===== src/rtl/truth_table_sweeper_if.sv =====
// Bus between the test/config master and the truth-table sweeper.
// The master side also drives dut_out_i, which carries the controlled circuit's output.
//
// Handshake: start_i is a level request. It is accepted on the first rising
// edge where the sweeper is idle and abort_i is low. busy_o acknowledges
// acceptance from the next cycle on. While busy_o is high, further start_i
// pulses are ignored. abort_i cancels the running sweep on the next edge.
// done_o pulses for one cycle only when a sweep runs to completion. The
// table_o, err_count_o and pass_o results are then stable until the next
// accepted start.
interface truth_table_sweeper_if #(
    parameter int N_IN = 3
);
    localparam int W = 1 << N_IN;

    logic            start_i;
    logic            abort_i;
    logic [W-1:0]    expected_i;
    logic            dut_out_i;
    logic [N_IN-1:0] vec_o;
    logic            busy_o;
    logic            done_o;
    logic [W-1:0]    table_o;
    logic [N_IN:0]   err_count_o;
    logic            pass_o;
    logic [1:0]      state_o;

    modport master (
        output start_i, abort_i, expected_i, dut_out_i,
        input  vec_o, busy_o, done_o, table_o, err_count_o, pass_o, state_o
    );

    modport slave (
        input  start_i, abort_i, expected_i, dut_out_i,
        output vec_o, busy_o, done_o, table_o, err_count_o, pass_o, state_o
    );
endinterface


===== src/rtl/truth_table_sweeper.sv =====
// Exhaustive truth-table sweeper. It drives every input vector 0 .. 2**N_IN-1
// in ascending order into a combinational circuit. Each vector is held for
// SETTLE+1 cycles, and the circuit output is sampled in the last of those cycles.
// The sampled bits build the captured table, which is compared bit by bit
// against an expected table latched when the sweep starts.
// N_IN must be in the range 1..5. SETTLE may be 0, in which case vectors
// change every cycle.
module truth_table_sweeper #(
    parameter int N_IN   = 3,
    parameter int SETTLE = 2
) (
    input  logic                  clk,
    input  logic                  rst,
    truth_table_sweeper_if.slave  bus
);
    localparam int W  = 1 << N_IN;
    localparam int CW = (SETTLE > 1) ? $clog2(SETTLE) : 1;

    localparam logic [CW-1:0]   CNT_INIT = CW'((SETTLE > 0) ? SETTLE - 1 : 0);
    localparam logic [N_IN:0]   ERR_MAX  = (N_IN + 1)'(W);
    localparam logic [N_IN-1:0] VEC_LAST = {N_IN{1'b1}};

    typedef enum logic [1:0] {
        S_IDLE   = 2'd0,
        S_SETTLE = 2'd1,
        S_SAMPLE = 2'd2,
        S_DONE   = 2'd3
    } state_t;

    state_t          state_q;
    logic [CW-1:0]   cnt_q;
    logic [W-1:0]    exp_q;
    logic [N_IN-1:0] vec_q;
    logic            busy_q;
    logic            done_q;
    logic [W-1:0]    table_q;
    logic [N_IN:0]   err_q;
    logic            pass_q;

    logic [W-1:0]    table_d;
    logic [N_IN:0]   err_d;
    logic            mismatch;
    logic            last_vec;

    // Results after a sample of the current vector: the table gets the new bit,
    // and a mismatch increments the error count, which saturates at 2**N_IN.
    always_comb begin
        mismatch         = (bus.dut_out_i != exp_q[vec_q]);
        last_vec         = (vec_q == VEC_LAST);
        table_d          = table_q;
        table_d[vec_q]   = bus.dut_out_i;
        err_d            = err_q;
        if (mismatch && (err_q != ERR_MAX)) begin
            err_d = err_q + (N_IN + 1)'(1);
        end
    end

    // Sequencer FSM. All outputs are registered here.
    // abort takes priority over the sample of the same cycle.
    always_ff @(posedge clk or posedge rst) begin
        if (rst) begin
            state_q <= S_IDLE;
            cnt_q   <= '0;
            exp_q   <= '0;
            vec_q   <= '0;
            busy_q  <= 1'b0;
            done_q  <= 1'b0;
            table_q <= '0;
            err_q   <= '0;
            pass_q  <= 1'b0;
        end else begin
            done_q <= 1'b0;
            case (state_q)
                S_IDLE: begin
                    if (bus.start_i && !bus.abort_i) begin
                        exp_q   <= bus.expected_i;
                        vec_q   <= '0;
                        table_q <= '0;
                        err_q   <= '0;
                        pass_q  <= 1'b0;
                        busy_q  <= 1'b1;
                        cnt_q   <= CNT_INIT;
                        state_q <= (SETTLE == 0) ? S_SAMPLE : S_SETTLE;
                    end
                end
                S_SETTLE: begin
                    if (bus.abort_i) begin
                        state_q <= S_IDLE;
                        vec_q   <= '0;
                        busy_q  <= 1'b0;
                        pass_q  <= 1'b0;
                    end else if (cnt_q == '0) begin
                        state_q <= S_SAMPLE;
                    end else begin
                        cnt_q <= cnt_q - CW'(1);
                    end
                end
                S_SAMPLE: begin
                    if (bus.abort_i) begin
                        state_q <= S_IDLE;
                        vec_q   <= '0;
                        busy_q  <= 1'b0;
                        pass_q  <= 1'b0;
                    end else begin
                        table_q <= table_d;
                        err_q   <= err_d;
                        if (last_vec) begin
                            // The verdict uses the final count, so pass is valid together with done.
                            state_q <= S_DONE;
                            busy_q  <= 1'b0;
                            done_q  <= 1'b1;
                            pass_q  <= (err_d == '0);
                            vec_q   <= '0;
                        end else begin
                            vec_q   <= vec_q + N_IN'(1);
                            cnt_q   <= CNT_INIT;
                            state_q <= (SETTLE == 0) ? S_SAMPLE : S_SETTLE;
                        end
                    end
                end
                S_DONE: begin
                    state_q <= S_IDLE;
                end
                default: begin
                    state_q <= S_IDLE;
                end
            endcase
        end
    end

    assign bus.vec_o       = vec_q;
    assign bus.busy_o      = busy_q;
    assign bus.done_o      = done_q;
    assign bus.table_o     = table_q;
    assign bus.err_count_o = err_q;
    assign bus.pass_o      = pass_q;
    assign bus.state_o     = state_q;

    // The busy and done flags always agree with the state they represent.
    a_busy_matches_state: assert property (@(posedge clk) disable iff (rst)
        busy_q == ((state_q == S_SETTLE) || (state_q == S_SAMPLE)));
    a_done_matches_state: assert property (@(posedge clk) disable iff (rst)
        done_q == (state_q == S_DONE));
endmodule


===== src/flat_wrapper.sv =====
// flat-port wrapper written by rule: the top's interface ports become plain ports
module truth_table_sweeper_flat 
#(
    parameter int N_IN   = 3,
    parameter int SETTLE = 2
)
  (clk, rst, bus_start_i, bus_abort_i, bus_expected_i, bus_dut_out_i, bus_vec_o, bus_busy_o, bus_done_o, bus_table_o, bus_err_count_o, bus_pass_o, bus_state_o);
  truth_table_sweeper_if #(.N_IN(N_IN)) bus_i ();
  input  logic clk;
  input  logic rst;
  input wire logic [$bits(bus_i.start_i)-1:0] bus_start_i;
  input wire logic [$bits(bus_i.abort_i)-1:0] bus_abort_i;
  input wire logic [$bits(bus_i.expected_i)-1:0] bus_expected_i;
  input wire logic [$bits(bus_i.dut_out_i)-1:0] bus_dut_out_i;
  output wire logic [$bits(bus_i.vec_o)-1:0] bus_vec_o;
  output wire logic [$bits(bus_i.busy_o)-1:0] bus_busy_o;
  output wire logic [$bits(bus_i.done_o)-1:0] bus_done_o;
  output wire logic [$bits(bus_i.table_o)-1:0] bus_table_o;
  output wire logic [$bits(bus_i.err_count_o)-1:0] bus_err_count_o;
  output wire logic [$bits(bus_i.pass_o)-1:0] bus_pass_o;
  output wire logic [$bits(bus_i.state_o)-1:0] bus_state_o;
  assign bus_i.start_i = bus_start_i;
  assign bus_i.abort_i = bus_abort_i;
  assign bus_i.expected_i = bus_expected_i;
  assign bus_i.dut_out_i = bus_dut_out_i;
  assign bus_vec_o = bus_i.vec_o;
  assign bus_busy_o = bus_i.busy_o;
  assign bus_done_o = bus_i.done_o;
  assign bus_table_o = bus_i.table_o;
  assign bus_err_count_o = bus_i.err_count_o;
  assign bus_pass_o = bus_i.pass_o;
  assign bus_state_o = bus_i.state_o;
  truth_table_sweeper #(.N_IN(N_IN), .SETTLE(SETTLE)) u_core (.clk(clk), .rst(rst), .bus(bus_i));
endmodule

===== config.mk =====
export PLATFORM = sky130hd
export DESIGN_NAME = truth_table_sweeper_flat
export DESIGN_NICKNAME = d
export VERILOG_FILES = /design/src/rtl/truth_table_sweeper_if.sv /design/src/rtl/truth_table_sweeper.sv /design/src/flat_wrapper.sv
export SDC_FILE = /design/constraint.sdc
export NUM_CORES = 1
export LEC_CHECK = 0
export BUFFER_PORTS_ARGS = -buffer_cell sky130_fd_sc_hd__buf_2
export CAP_MARGIN = 20
export CORE_MARGIN = 5
export CORE_UTILIZATION = 58
export DETAILED_ROUTE_END_ITERATION = 8
export PLACE_DENSITY = 0.95
export SYNTH_ARGS = -nofsm -noshare
export SYNTH_HDL_FRONTEND = slang
export SYNTH_SLANG_ARGS = --single-unit

===== constraint.sdc =====
create_clock -name clk -period 2.95 [get_ports clk]
set_input_delay 0.4425 -clock clk [delete_from_list [all_inputs] [get_ports clk]]
set_output_delay 0.4425 -clock clk [all_outputs]
set_load 0.01 [all_outputs]

=== After elaboration in Yosys (flattened, before gate mapping) ===
Cells that the tools add are included.

* Register bits after elaboration: 29
* Bits of input ports: 13
* Logic and storage cells: 81

* $add $sub $neg: 3
* Magnitude comparators: 2
* Equality and inequality tests: 13
* Mux-type cells: 40
* Reductions and logical operators: 14

{| class="wikitable"
|+ Operators by type and width
! operator !! number
|-
| two-way mux 1 bit || 16
|-
| two-way mux 8 bit || 2
|-
| one-hot mux 8 bit (2 select lines) || 1
|-
| two-way mux 3 bit || 4
|-
| two-way mux 4 bit || 3
|-
| two-way mux 2 bit || 5
|-
| one-hot mux 1 bit (3 select lines) || 3
|-
| one-hot mux 3 bit (3 select lines) || 1
|-
| bitwise mux 8 bit || 1
|-
| inequality test 2 bit (second input constant) || 4
|-
| one-hot mux 2 bit (4 select lines) || 1
|-
| one-hot mux 4 bit (2 select lines) || 1
|-
| AND reduction 3 bit || 2
|-
| AND reduction 5 bit || 1
|-
| adder 4 x 1 -> 4 bit (second input constant) || 1
|-
| == test 2 bit (second input constant) || 2
|-
| zero test 4 bit || 1
|-
| < comparator 3 x 4 -> 1 bit (second input constant) || 1
|-
| inequality test 4 bit (second input constant) || 1
|-
| AND reduction 2 bit || 2
|-
| AND reduction 4 bit || 1
|-
| adder 3 x 1 -> 3 bit (second input constant) || 1
|-
| binary-select mux 1 bit (select 3 bit) || 1
|-
| demux 1 bit (select 3 bit) || 1
|-
| 13 further kinds || 15
|}

=== Logic depth before layout (Yosys ltp) ===
* Word-level depth: 9
* Gate-level depth with buffers: 9
* Gate-level depth less buffers: 7

=== Least setup slack after synthesis ===
Ideal clock, no wire load.

* Kind: register -> register
* Start: register u_core.vec_q[0] (netlist: u_core.bus.vec_o[0])
* End: register u_core.pass_q (netlist: u_core.bus.pass_o)
* Setup time: 0.104 ns
* Arrival: 1.853 ns
* Path slack: 0.993 ns
* Cell stages (with the launch flop): 8
* Buffers on the path: 1
* Period minus slack after synthesis: 1.957 ns
* Cells stage by stage: dfrtp_1 -> buf_6 -> mux2i_1 -> o22ai_1 -> or3_4 -> and4_4 -> xor2_1 -> o41ai_2

* Longest elaborated chain between the ends: 9
* Elaborated cells on any way between the ends: 12
* Classes of those cells: 3 x eq/ne; 6 x mux; 3 x reduce/logical

{| class="wikitable"
|+ RTL lines
! element !! RTL line !! RTL
|-
| from (decl) || truth_table_sweeper.sv:33 || <nowiki>logic [N_IN-1:0] vec_q;</nowiki>
|-
| from (signal assigned) || truth_table_sweeper.sv:115 || <nowiki>vec_q <= vec_q + N_IN'(1);</nowiki>
|-
| binary-select mux 1 bit (select 3 bit) || truth_table_sweeper.sv:48 || <nowiki>mismatch = (bus.dut_out_i != exp_q[vec_q]);</nowiki>
|-
| two-way mux 1 bit (not written as such) || truth_table_sweeper.sv:48 ||
|-
| inequality test 1 bit || truth_table_sweeper.sv:48 ||
|-
| logical AND 1 bit || truth_table_sweeper.sv:53 || <nowiki>if (mismatch && (err_q != ERR_MAX)) begin</nowiki>
|-
| two-way mux 4 bit || truth_table_sweeper.sv:53 ||
|-
| zero test 4 bit || truth_table_sweeper.sv:112 || <nowiki>pass_q <= (err_d == '0);</nowiki>
|-
| two-way mux 1 bit || truth_table_sweeper.sv:107 || <nowiki>if (last_vec) begin</nowiki>
|-
| two-way mux 1 bit || truth_table_sweeper.sv:99 || <nowiki>if (bus.abort_i) begin</nowiki>
|-
| one-hot mux 1 bit (3 select lines) || truth_table_sweeper.sv:73 || <nowiki>case (state_q)</nowiki>
|-
| to (signal assigned) || truth_table_sweeper.sv:112 ||
|-
| to (decl) || truth_table_sweeper.sv:38 || <nowiki>logic pass_q;</nowiki>
|}

Parallel ways exist; a longest one is shown, timed or not. The select of a mux whose other input is x is not followed.
A chain may end at the register's enable or synchronous reset.

=== Final worst setup path ===
Same ends and word-level chain as after synthesis.

==> flow_metrics.env <==
export IMPL_p_seq_frac=0.466
export IMPL_initialDrtViolationCount=49
export IMPL_met2WireLength_mm=1.717
export IMPL_grt_remaining_overflow=0
export IMPL_clk_pin_slew_worst_paths_ns=0.10
export IMPL_fin_crit_sh=0.7882
export IMPL_portBuffers=32
export IMPL_synthToLayoutAreaGrowth_pct=16.01
export IMPL_nFillCells=191
export IMPL_num_rows=18
export IMPL_internal_power_mw=0.7511
export IMPL_cts_inserted_buffers=5
export IMPL_netlist_instances=158
export IMPL_antenna_found_initial=0
export IMPL_p_clk_frac=0.196
export IMPL_top_layer="met4"
export IMPL_synth_seq_cells=29
export IMPL_p_switching_mw=0.4274
export IMPL_die_w_um=61.91
export IMPL_power_density_nw_per_um2=650.0
export IMPL_m1WireLength_mm=1.426
export IMPL_cts_hold_buf=0
export IMPL_crit_required_ns=3.18
export IMPL_setup_tns_ns=0
export IMPL_whs_ns=0.02473
export IMPL_synth_top_area_frac=0.4644
export IMPL_worstPathMaxFanout=18
export IMPL_cts_sinks=29
export IMPL_maxCapViolCount=0
export IMPL_worstSetupPathType="register to register"
export IMPL_dp_hpwl_mm=2.624
export IMPL_finClkSkew_ns=0.01063
export IMPL_status="finished, final reports clean"
export IMPL_clock_latency_ns=0.34
export IMPL_post_cts_repair_setup_buffers=0
export IMPL_hold_class="primary input to asynchronous set/reset pin"
export IMPL_drt_wirelength_per_cell_um=15.65
export IMPL_min_period_ns=2.325
export IMPL_cts_buffer_depth=2
export IMPL_synth_top_cell_by_area="dfrtp_1"
export IMPL_sw_frac_of_total=0.3626
export IMPL_cts_tree="yes"
export IMPL_hold_viol=0
export IMPL_slew_viol_final=0
export IMPL_io_pins=33
export IMPL_grt_max_degree=30
export IMPL_grt_usage=0.2028
export IMPL_initial_utilization=0.6195
export IMPL_syn_area_per_cell_um2=9.891
export IMPL_dieArea_um2=3832
export IMPL_worstMarginPinSlew_ns=0.6986
export IMPL_relSlewSlack=0.5326
export IMPL_netlist_cell_type_count=33
export IMPL_ys_seq_area_frac=0.4644
export IMPL_drive_gt1_frac=0.2732
export IMPL_yosysWarningCount=0
export IMPL_core_area_um2=2522
export IMPL_setup_worst_path_end_class="register"
export IMPL_max_freq_mhz=430.1
export IMPL_grt_pass1_wl_mm=5.554
export IMPL_postRouteAntennaNets=0
export IMPL_cts_htree_levels=2
export IMPL_synthTopCellsByArea="dfrtp_1 46%, o21ai_0 7.4%, mux2_2 6.5%"
export IMPL_n_antenna_cell=0
export IMPL_fp_dieH_um=61.91
export IMPL_dr_wl_met3_um=285
export IMPL_cts_root_buf="clkbuf_4"
export IMPL_post_cts_resized=0
export IMPL_first_global_vias=1313
export IMPL_setup_violations_final=0
export IMPL_first_pass_iters=4
export IMPL_syn_num_nets=179
export IMPL_routabilityCongestion=0.8641
export IMPL_vdd_drop_max_mv=0.5323
export IMPL_leakagePower_nw=0.9248
export IMPL_cp_start_kind="register"
export IMPL_power_frac_comb=0.338
export IMPL_syn_area_um2=1563
export IMPL_fin_nets=214
export IMPL_cp_arrival_ns=2.56
export IMPL_viasPerCell=5.879
export IMPL_rsz0062_at_grt="no"
export IMPL_totalWireLength_mm=3.505
export IMPL_route_detailed_drc=0
export IMPL_r2r_slack_ns=0.62
export IMPL_vias=1317
## kinds of logic after synthesis
family | count (synthesis) | synth area share
AO/OA/AOI/OAI | 43 | 0.1601
XOR/XNOR | 2 | 0.01121
adder cells (fa/ha/maj) | 8 | 0.06405
buffers and inverters | 15 | 0.04083
flip-flops | 29 | 0.4644
multiplexers | 16 | 0.1097
AND/OR/NAND/NOR | 45 | 0.1497
## Yosys cell counts
cell type  count
a21o_1         2
a21oi_1        5
a22o_1         1
a31oi_1        4
and2_1         1
and3_1         1
and4_4         1
buf_6          1
clkbuf_1       4
clkinv_1       1
dfrtp_1       29
ha_1           8
inv_1          9
mux2_2         9
mux2i_1        7
nand2_1        7
nand2b_1       5
nand3_1        5
nand3b_1       4
nand4_1        2
nor2_1        15
nor2b_1        1
nor3_1         1
o21a_1         1
o21ai_0       23
o21ai_1        1
o22ai_1        4
o31ai_1        1
o41ai_2        1
or2_2          1
or3_4          1
xnor2_1        1
xor2_1         1
## worst paths after layout
| kind | cells past startpoint | start | end |
|---|---|---|---|
| setup reg to reg | 6 | u_core.bus.vec_o[0]$_DFFE_PP0P_ | u_core.bus.pass_o$_DFFE_PP0P_ |
| hold reg to reg | 2 | u_core.bus.busy_o$_DFFE_PP0P_ | u_core.bus.busy_o$_DFFE_PP0P_ |
| min in group clk | 2 | bus_expected_i[4] | u_core.exp_q[4]$_DFFE_PP0P_ |
| max in group asynchronous | 3 | rst | u_core.bus.err_count_o[2]$_DFFE_PP0P_ |
| setup / recovery | 6 | u_core.bus.vec_o[0]$_DFFE_PP0P_ | u_core.bus.pass_o$_DFFE_PP0P_ |
| hold / removal | 2 | rst | u_core.exp_q[1]$_DFFE_PP0P_ |
## power by group through the flow
stage | clock [mW] | combinational (mW) | sequential, mW
final | 0.231 | 0.398 | 0.549
after global routing | 0.247 | 0.440 | 0.563
after CTS | 0.234 | 0.394 | 0.550
after detailed placement | 0 | 0.390 | 0.558
after global placement | 0 | 0.363 | 0.549
after floorplan | 0 | 0.290 | 0.545
## cell usage in the layout, fill, tap and decap left out, types with 5 or more instances in the layout
cell type / netlist / routed
a21oi_1: 5 / 5
nor2_1: 15 / 15
nand2b_1: 5 / 5
mux2i_1: 7 / 7
dfrtp_1: 29 / 29
ha_1: 8 / 8
buf_2: 0 / 32
o21ai_0: 23 / 23
nand3_1: 5 / 5
inv_1: 9 / 9
nand2_1: 7 / 7
clkbuf_4: 0 / 5
mux2_2: 9 / 9
## sequential cells by signal, summed over array words and instances (netlist names)
signal	count
u_core.exp_q	8
u_core.bus.err_count_o	4
u_core.bus.state_o	2
u_core.cnt_q	1
u_core.bus.pass_o	1
u_core.bus.busy_o	1
u_core.bus.table_o	8
u_core.bus.vec_o	3
u_core.bus.done_o	1
## metal layers
layer / global-route usage / up-vias
met3: 0.06612 / 9
met1: 0.2387 / 610
met5: 0 / -
li1: - / 633
met4: 0.1152 / 0
met2: 0.3259 / 65
## layout make-up
type | instances | area (µm²) | share of cell area
Timing Repair Buffer | 33 | 187.7 | 0.1035
Sequential cell | 29 | 725.7 | 0.4003
Multi-Input combinational cell | 114 | 773.2 | 0.4265
Clock buffer | 6 | 41.29 | 0.02277
Inverter | 10 | 37.54 | 0.02070
Clock inverter | 2 | 10.01 | 0.005521
Tap cell | 30 | 37.54 | 0.02070
## metrics by stage
stage               utilization  power [mW]  worst slack (ns)  cells  instance area [µm²]
floorplan                     -      0.8356            0.9930    158                 1563
global placement         0.6875      0.9120            0.8023    215                 1734
detailed placement       0.6875      0.9474            0.6669    215                 1734
CTS                      0.7078       1.178            0.6296    223                 1785
global route             0.7188       1.250            0.4935    224                 1813
finish                   0.7188       1.178            0.6247    224                 1813
## critical path, cell delays in order (launching register included)
cell,delay [ns]
dfrtp_1,0.72
mux2i_1,0.25
o22ai_1,0.12
or3_4,0.42
and4_4,0.20
xor2_1,0.16
o41ai_2,0.35
Power figures use the tool's default switching activity.
